File: src/rtl/multicycle_ctrl_if.sv
// rtl/multicycle_ctrl_if.sv - memory request/ready handshake between controller and memory
interface multicycle_ctrl_if;
    logic mem_req;
    logic mem_we;
    logic mem_ready;

    modport master (
        output mem_req,
        output mem_we,
        input  mem_ready
    );

    modport slave (
        input  mem_req,
        input  mem_we,
        output mem_ready
    );
endinterface

File: src/rtl/multicycle_ctrl.sv
// rtl/multicycle_ctrl.sv - multi-cycle RV32I control FSM with memory watchdog, trap and retire counter
module multicycle_ctrl #(
    parameter int MEM_TIMEOUT = 16,
    parameter int RETIRE_W    = 32,
    parameter int TMO_W       = 8
) (
    input  logic                clk,
    input  logic                rst_n,
    multicycle_ctrl_if.master   mem,
    input  logic [6:0]          op,
    output logic                adr_src,
    output logic                ir_write,
    output logic                pc_update,
    output logic [1:0]          branch,
    output logic                reg_write,
    output logic [1:0]          alu_src_a,
    output logic [1:0]          alu_src_b,
    output logic [1:0]          alu_op,
    output logic [1:0]          result_src,
    output logic [2:0]          imm_src,
    output logic                halted,
    output logic [1:0]          fault,
    output logic                retire,
    output logic [RETIRE_W-1:0] instret
);
    localparam logic [3:0] S_FETCH    = 4'd0;
    localparam logic [3:0] S_DECODE   = 4'd1;
    localparam logic [3:0] S_MEMADR   = 4'd2;
    localparam logic [3:0] S_MEMREAD  = 4'd3;
    localparam logic [3:0] S_MEMWB    = 4'd4;
    localparam logic [3:0] S_MEMWRITE = 4'd5;
    localparam logic [3:0] S_EXEC_R   = 4'd6;
    localparam logic [3:0] S_EXEC_I   = 4'd7;
    localparam logic [3:0] S_ALUWB    = 4'd8;
    localparam logic [3:0] S_BRANCH   = 4'd9;
    localparam logic [3:0] S_JAL      = 4'd10;
    localparam logic [3:0] S_JALR_ADR = 4'd11;
    localparam logic [3:0] S_JALR     = 4'd12;
    localparam logic [3:0] S_LUI      = 4'd13;
    localparam logic [3:0] S_TRAP     = 4'd14;

    localparam logic [6:0] OP_LOAD  = 7'b0000011;
    localparam logic [6:0] OP_STORE = 7'b0100011;
    localparam logic [6:0] OP_R     = 7'b0110011;
    localparam logic [6:0] OP_I     = 7'b0010011;
    localparam logic [6:0] OP_BR    = 7'b1100011;
    localparam logic [6:0] OP_JAL   = 7'b1101111;
    localparam logic [6:0] OP_JALR  = 7'b1100111;
    localparam logic [6:0] OP_LUI   = 7'b0110111;

    localparam logic [1:0] F_NONE    = 2'b00;
    localparam logic [1:0] F_ILLEGAL = 2'b01;
    localparam logic [1:0] F_TIMEOUT = 2'b10;

    localparam bit             WDOG_EN   = (MEM_TIMEOUT != 0);
    localparam logic [TMO_W:0] TMO_LIMIT = (TMO_W+1)'(MEM_TIMEOUT);

    logic [3:0]       state;
    logic [3:0]       state_next;
    logic [1:0]       fault_next;
    logic [TMO_W-1:0] wdog;
    logic             mem_wait;
    logic             tmo_hit;

    assign mem_wait = (state == S_FETCH) || (state == S_MEMREAD) || (state == S_MEMWRITE);

    // Trip on the cycle whose miss would make the count reach the limit; ready in that cycle still wins.
    assign tmo_hit = WDOG_EN && mem_wait && !mem.mem_ready &&
                     (({1'b0, wdog} + (TMO_W+1)'(1)) == TMO_LIMIT);

    always_comb begin
        state_next = state;
        fault_next = fault;
        case (state)
            S_FETCH: begin
                if (mem.mem_ready) begin
                    state_next = S_DECODE;
                end else if (tmo_hit) begin
                    state_next = S_TRAP;
                    fault_next = F_TIMEOUT;
                end
            end
            S_DECODE: begin
                case (op)
                    OP_LOAD, OP_STORE: state_next = S_MEMADR;
                    OP_R:              state_next = S_EXEC_R;
                    OP_I:              state_next = S_EXEC_I;
                    OP_BR:             state_next = S_BRANCH;
                    OP_JAL:            state_next = S_JAL;
                    OP_JALR:           state_next = S_JALR_ADR;
                    OP_LUI:            state_next = S_LUI;
                    default: begin
                        state_next = S_TRAP;
                        fault_next = F_ILLEGAL;
                    end
                endcase
            end
            S_MEMADR:   state_next = (op == OP_STORE) ? S_MEMWRITE : S_MEMREAD;
            S_MEMREAD: begin
                if (mem.mem_ready) begin
                    state_next = S_MEMWB;
                end else if (tmo_hit) begin
                    state_next = S_TRAP;
                    fault_next = F_TIMEOUT;
                end
            end
            S_MEMWB:    state_next = S_FETCH;
            S_MEMWRITE: begin
                if (mem.mem_ready) begin
                    state_next = S_FETCH;
                end else if (tmo_hit) begin
                    state_next = S_TRAP;
                    fault_next = F_TIMEOUT;
                end
            end
            S_EXEC_R:   state_next = S_ALUWB;
            S_EXEC_I:   state_next = S_ALUWB;
            S_ALUWB:    state_next = S_FETCH;
            S_BRANCH:   state_next = S_FETCH;
            S_JAL:      state_next = S_ALUWB;
            S_JALR_ADR: state_next = S_JALR;
            S_JALR:     state_next = S_ALUWB;
            S_LUI:      state_next = S_FETCH;
            S_TRAP:     state_next = S_TRAP;
            default:    state_next = S_TRAP;
        endcase
    end

    always_ff @(posedge clk or negedge rst_n) begin
        if (!rst_n) begin
            state <= S_FETCH;
            fault <= F_NONE;
        end else begin
            state <= state_next;
            fault <= fault_next;
        end
    end

    // Counting only while parked in the same wait state gives the clear-on-entry behaviour.
    always_ff @(posedge clk or negedge rst_n) begin
        if (!rst_n) begin
            wdog <= '0;
        end else if (mem_wait && !mem.mem_ready && (state_next == state)) begin
            wdog <= wdog + 1'b1;
        end else begin
            wdog <= '0;
        end
    end

    always_ff @(posedge clk or negedge rst_n) begin
        if (!rst_n) begin
            instret <= '0;
        end else if (retire) begin
            instret <= instret + 1'b1;
        end
    end

    always_comb begin
        case (op)
            OP_LOAD, OP_I, OP_JALR: imm_src = 3'b000;
            OP_STORE:               imm_src = 3'b001;
            OP_BR:                  imm_src = 3'b010;
            OP_JAL:                 imm_src = 3'b011;
            OP_LUI:                 imm_src = 3'b100;
            default:                imm_src = 3'b000;
        endcase
    end

    always_comb begin
        mem.mem_req = 1'b0;
        mem.mem_we  = 1'b0;
        adr_src     = 1'b0;
        ir_write    = 1'b0;
        pc_update   = 1'b0;
        branch      = 2'b00;
        reg_write   = 1'b0;
        alu_src_a   = 2'b00;
        alu_src_b   = 2'b00;
        alu_op      = 2'b00;
        result_src  = 2'b00;
        retire      = 1'b0;
        halted      = 1'b0;
        case (state)
            S_FETCH: begin
                mem.mem_req = 1'b1;
                alu_src_b   = 2'b10;
                result_src  = 2'b10;
                ir_write    = mem.mem_ready;
                pc_update   = mem.mem_ready;
            end
            S_DECODE: begin
                alu_src_a = 2'b01;
                alu_src_b = 2'b01;
            end
            S_MEMADR: begin
                alu_src_a = 2'b10;
                alu_src_b = 2'b01;
                alu_op    = 2'b11;
            end
            S_MEMREAD: begin
                mem.mem_req = 1'b1;
                adr_src     = 1'b1;
            end
            S_MEMWB: begin
                result_src = 2'b01;
                reg_write  = 1'b1;
                retire     = 1'b1;
            end
            S_MEMWRITE: begin
                mem.mem_req = 1'b1;
                mem.mem_we  = 1'b1;
                adr_src     = 1'b1;
                retire      = mem.mem_ready;
            end
            S_EXEC_R: begin
                alu_src_a = 2'b10;
                alu_op    = 2'b10;
            end
            S_EXEC_I: begin
                alu_src_a = 2'b10;
                alu_src_b = 2'b01;
                alu_op    = 2'b10;
            end
            S_ALUWB: begin
                reg_write = 1'b1;
                retire    = 1'b1;
            end
            S_BRANCH: begin
                alu_src_a = 2'b10;
                alu_op    = 2'b01;
                branch    = 2'b01;
                retire    = 1'b1;
            end
            S_JAL, S_JALR: begin
                alu_src_a = 2'b01;
                alu_src_b = 2'b10;
                pc_update = 1'b1;
            end
            S_JALR_ADR: begin
                alu_src_a = 2'b10;
                alu_src_b = 2'b01;
            end
            S_LUI: begin
                result_src = 2'b11;
                reg_write  = 1'b1;
                retire     = 1'b1;
            end
            S_TRAP: begin
                halted = 1'b1;
            end
            default: begin
                halted = 1'b0;
            end
        endcase
    end
endmodule

File: src/flat_wrapper.sv
// flat-port wrapper written by rule: the top's interface ports become plain ports
module multicycle_ctrl_flat 
#(
    parameter int MEM_TIMEOUT = 16,
    parameter int RETIRE_W    = 32,
    parameter int TMO_W       = 8
)
  (clk, rst_n, op, adr_src, ir_write, pc_update, branch, reg_write, alu_src_a, alu_src_b, alu_op, result_src, imm_src, halted, fault, retire, instret, mem_mem_req, mem_mem_we, mem_mem_ready);
  multicycle_ctrl_if mem_i ();
  input  logic clk;
  input  logic rst_n;
  input  logic [6:0] op;
  output logic adr_src;
  output logic ir_write;
  output logic pc_update;
  output logic [1:0] branch;
  output logic reg_write;
  output logic [1:0] alu_src_a;
  output logic [1:0] alu_src_b;
  output logic [1:0] alu_op;
  output logic [1:0] result_src;
  output logic [2:0] imm_src;
  output logic halted;
  output logic [1:0] fault;
  output logic retire;
  output logic [RETIRE_W-1:0] instret;
  output wire logic [$bits(mem_i.mem_req)-1:0] mem_mem_req;
  output wire logic [$bits(mem_i.mem_we)-1:0] mem_mem_we;
  input wire logic [$bits(mem_i.mem_ready)-1:0] mem_mem_ready;
  assign mem_mem_req = mem_i.mem_req;
  assign mem_mem_we = mem_i.mem_we;
  assign mem_i.mem_ready = mem_mem_ready;
  multicycle_ctrl #(.MEM_TIMEOUT(MEM_TIMEOUT), .RETIRE_W(RETIRE_W), .TMO_W(TMO_W)) u_core (.clk(clk), .rst_n(rst_n), .mem(mem_i), .op(op), .adr_src(adr_src), .ir_write(ir_write), .pc_update(pc_update), .branch(branch), .reg_write(reg_write), .alu_src_a(alu_src_a), .alu_src_b(alu_src_b), .alu_op(alu_op), .result_src(result_src), .imm_src(imm_src), .halted(halted), .fault(fault), .retire(retire), .instret(instret));
endmodule
File: config.mk
export PLATFORM = sky130hd
export DESIGN_NAME = multicycle_ctrl_flat
export DESIGN_NICKNAME = d
export VERILOG_FILES = /design/src/rtl/multicycle_ctrl_if.sv /design/src/rtl/multicycle_ctrl.sv /design/src/flat_wrapper.sv
export SDC_FILE = /design/constraint.sdc
export NUM_CORES = 1
export LEC_CHECK = 0
export CAP_MARGIN = 5
export CORE_ASPECT_RATIO = 0.8
export CORE_UTILIZATION = 35
export DETAILED_ROUTE_END_ITERATION = 16
export PLACE_DENSITY = 0.7
export SYNTH_ARGS = -nofsm -noshare
export SYNTH_HDL_FRONTEND = slang
export SYNTH_SLANG_ARGS = --single-unit
File: constraint.sdc
create_clock -name clk -period 2.3 [get_ports clk]
set_clock_uncertainty 0.05 [all_clocks]
set_input_delay 0.69 -clock clk [delete_from_list [all_inputs] [get_ports clk]]
set_output_delay 0.69 -clock clk [all_outputs]
set_load 0.03 [all_outputs]
==> impl_metrics.tcl <==
set metrics [dict create \
    die_h_um 79.6 \
    cp_common_cell "buf_4" \
    grt_max_degree 25 \
    hold_ws_ps 323 \
    die_area_um2 7870 \
    rr_worst_depth 6 \
    drive_gt1_frac 0.331 \
    viasPerCell 5.19 \
    maxCapViolations 0 \
    synth_top_family_by_area "simple AND/OR/NAND/NOR gates" \
    ir_drop_mv 0.224 \
    synth_edf_count 0 \
    violations "setup timing" \
    gp_congestion 0.818 \
    clock_path_buffers 2 \
    syn_area_um2 2630 \
    dpl.hpwl_mm 4.52 \
    syn_area_per_cell_um2 9.44 \
    drtAntennaViolNets 0 \
    outcome "complete, but fails checks" \
    final.period_utilization 1.03 \
    async_flop_share 1.00 \
    post_drt_wl_per_cell_um 14.6 \
    placed_area_um2 3560 \
    htreeDepth 2 \
    netlist_instances 279 \
    rrSetupSlack_ps 290 \
    rsz0062_at_grt "yes" \
    synth_xor_area_frac 0.130 \
    critPathBufInv 3 \
    syn_nets 292 \
    hold_violations 0 \
    fin_ws_ps -71.8 \
    initialDrtViolationCount 134 \
    setup-violations-final 4 \
    grt_usage 0.171 \
    io_pins 65 \
    max_stage_delay_ps 450 \
    end_kind "output pin" \
    cts.sinks 46 \
    p_leak_nw 1.79 \
    clock-root-buffer "clkbuf_8" \
    yosysSeqAreaShare 0.437 \
    crit_family "flip-flops" \
    cts_tree "yes" \
    hold_buffers 0 \
    yosys.area_share.simple 0.283 \
    synth_cell_types 50 \
    power_density_nw_per_um2 335 \
    critical_path_class "reg -> out" \
    io_buffers 63 \
    grt_pass1_wl_mm 10.9 \
    mostFrequentLayoutCell "buf_4" \
    synthMuxAreaShare 0.00856 \
    fillers 586 \
    fin_crit_ps 2370 \
    cpMaxStageDelayCell "dfrtp_2" \
    num_vias 2477 \
    crit_chain "buf_4 -> buf_4 -> nor2b_4 -> nor3_2 -> a21oi_1 -> nor2_1 -> buf_4" \
    dp_slack_ps -322 \
    dr.pass1.iters 4 \
    synth_compound_area_frac 0.0955 \
    layout_common_cells "buf_4 (58), dfrtp_1 (42), xnor2_1 (35)" \
    critPathLaunchType "flip-flop" \
    worst_pin_slew_ps 537 \
    core_area_um2 7060 \
    clk_pin_slew_ps 80 \
    gr-total-overflow 0 \
    drc 0 \
    slew_headroom 0.642 \
    final_area_um2 4020 \
    rr_endpoint "u_core.wdog[4]$_DFF_PN0_" \
    crit_required_ps 1560 \
    worstReg2RegStart "u_core.state[1]$_DFF_PN0_" \
    antenna_found_initial 0 \
    row_count 27 \
    worstPathArrival_ps 1630 \
    worstPathMaxFanout 4 \
    routed_wl_mm 6.97 \
    fmax_mhz 422 \
    slew_violations 0 \
    die_x_um 99.0 \
    syn_to_final_growth_pct 52.6 \
    cts_buffers 5 \
    finalPower_mw 1.35 \
    insertion_delay_ps 290 \
    synthAdderAreaFrac 0.0143 \
    diodes 0 \
    yosysWarnings 0 \
    synthFlopType "dfrtp_1" \
    grt_pass1_vias 2392 \
    start_util 0.373 \
    hp-class "in -> async" \
    finalNetCount 403 \
    synth.ff_latch_count 46 \
]
[registers in the layout, summed over array words and instances, names as in the netlist]
register        cells
u_core.state        4
u_core.wdog         8
u_core.fault        2
u_core.instret     32
[per-layer routing]
layer | track usage | vias to the layer above | share of wire
li1 | - | 1199 | -
met5 | 0 | - | 0
met2 | 0.273 | 69 | 0.47
met4 | 0.0403 | 0 | 0.0093
met1 | 0.235 | 1201 | 0.48
met3 | 0.0377 | 8 | 0.043
[what timing repair did]
item,CTS,global route
buffers inserted,17,11
pin swaps,5,14
setup endpoints to repair,18,16
resized for setup,36,40
[power breakdown]
group,internal [mW],switching [mW]
registers,0.808,0
logic,0.0371,0.0426
clock network,0.210,0.249
[logic make-up after synthesis]
family	count (synthesis)
buf+inv	19
mux	2
flops	46
fa+ha+maj	3
xor+xnor	39
other cells	1
compound gates	37
simple gates	132
[per-stage QoR]
| stage | utilization | TNS [ps] | std cells |
|---|---|---|---|
| after floorplan | - | -108 | 279 |
| after global placement | 0.504 | -4480 | 444 |
| after detailed placement | 0.504 | -5050 | 444 |
| after CTS | 0.540 | 0 | 467 |
| after global routing | 0.569 | -746 | 477 |
| final | 0.569 | -180 | 477 |
[cell usage after synthesis (all sizes together), types with 6 or more instances]
library cell	count	area, µm²
xnor2	35	307
nor2	18	67.6
and3	11	68.8
and2	6	37.5
nor3	10	50.1
nand3	22	110
nand2	21	78.8
o21ai	8	40.0
clkbuf	8	30.0
and4	6	52.6
nand4	10	62.6
nand2b	6	37.5
dfrtp	46	1150
a21oi	10	50.1
buf	7	33.8
[worst max path at each step]
stage	endpoint	start	slack, ps	cells after the start
floorplan	retire	mem_mem_ready	-100	4
global placement	retire	mem_mem_ready	-320	6
detailed placement	retire	mem_mem_ready	-320	6
CTS	imm_src[0]	op[5]	4	5
global route	alu_src_a[0]	u_core.state[1]$_DFF_PN0_	-170	5
finish	alu_src_b[1]	u_core.state[3]$_DFF_PN0_	-70	7
[layout make-up]
type / instances / area (µm²) / area share
flip-flops and latches: 46 / 1160 / 0.288
clock buffers: 7 / 76.3 / 0.0190
inverters: 4 / 15.0 / 0.00374
multi-input cells: 214 / 1580 / 0.394
repair buffers: 119 / 1080 / 0.268
well taps: 87 / 109 / 0.0271
[worst register-to-register path: cells and delay by family (launching register included)]
family,cells,cell delay [ps]
multiplexers,1,290
buffers and inverters,1,140
flip-flops,1,460
AND/OR/NAND/NOR,3,770
AO/OA/AOI/OAI,1,240
Note: power is estimated with default switching activity, not from simulation.
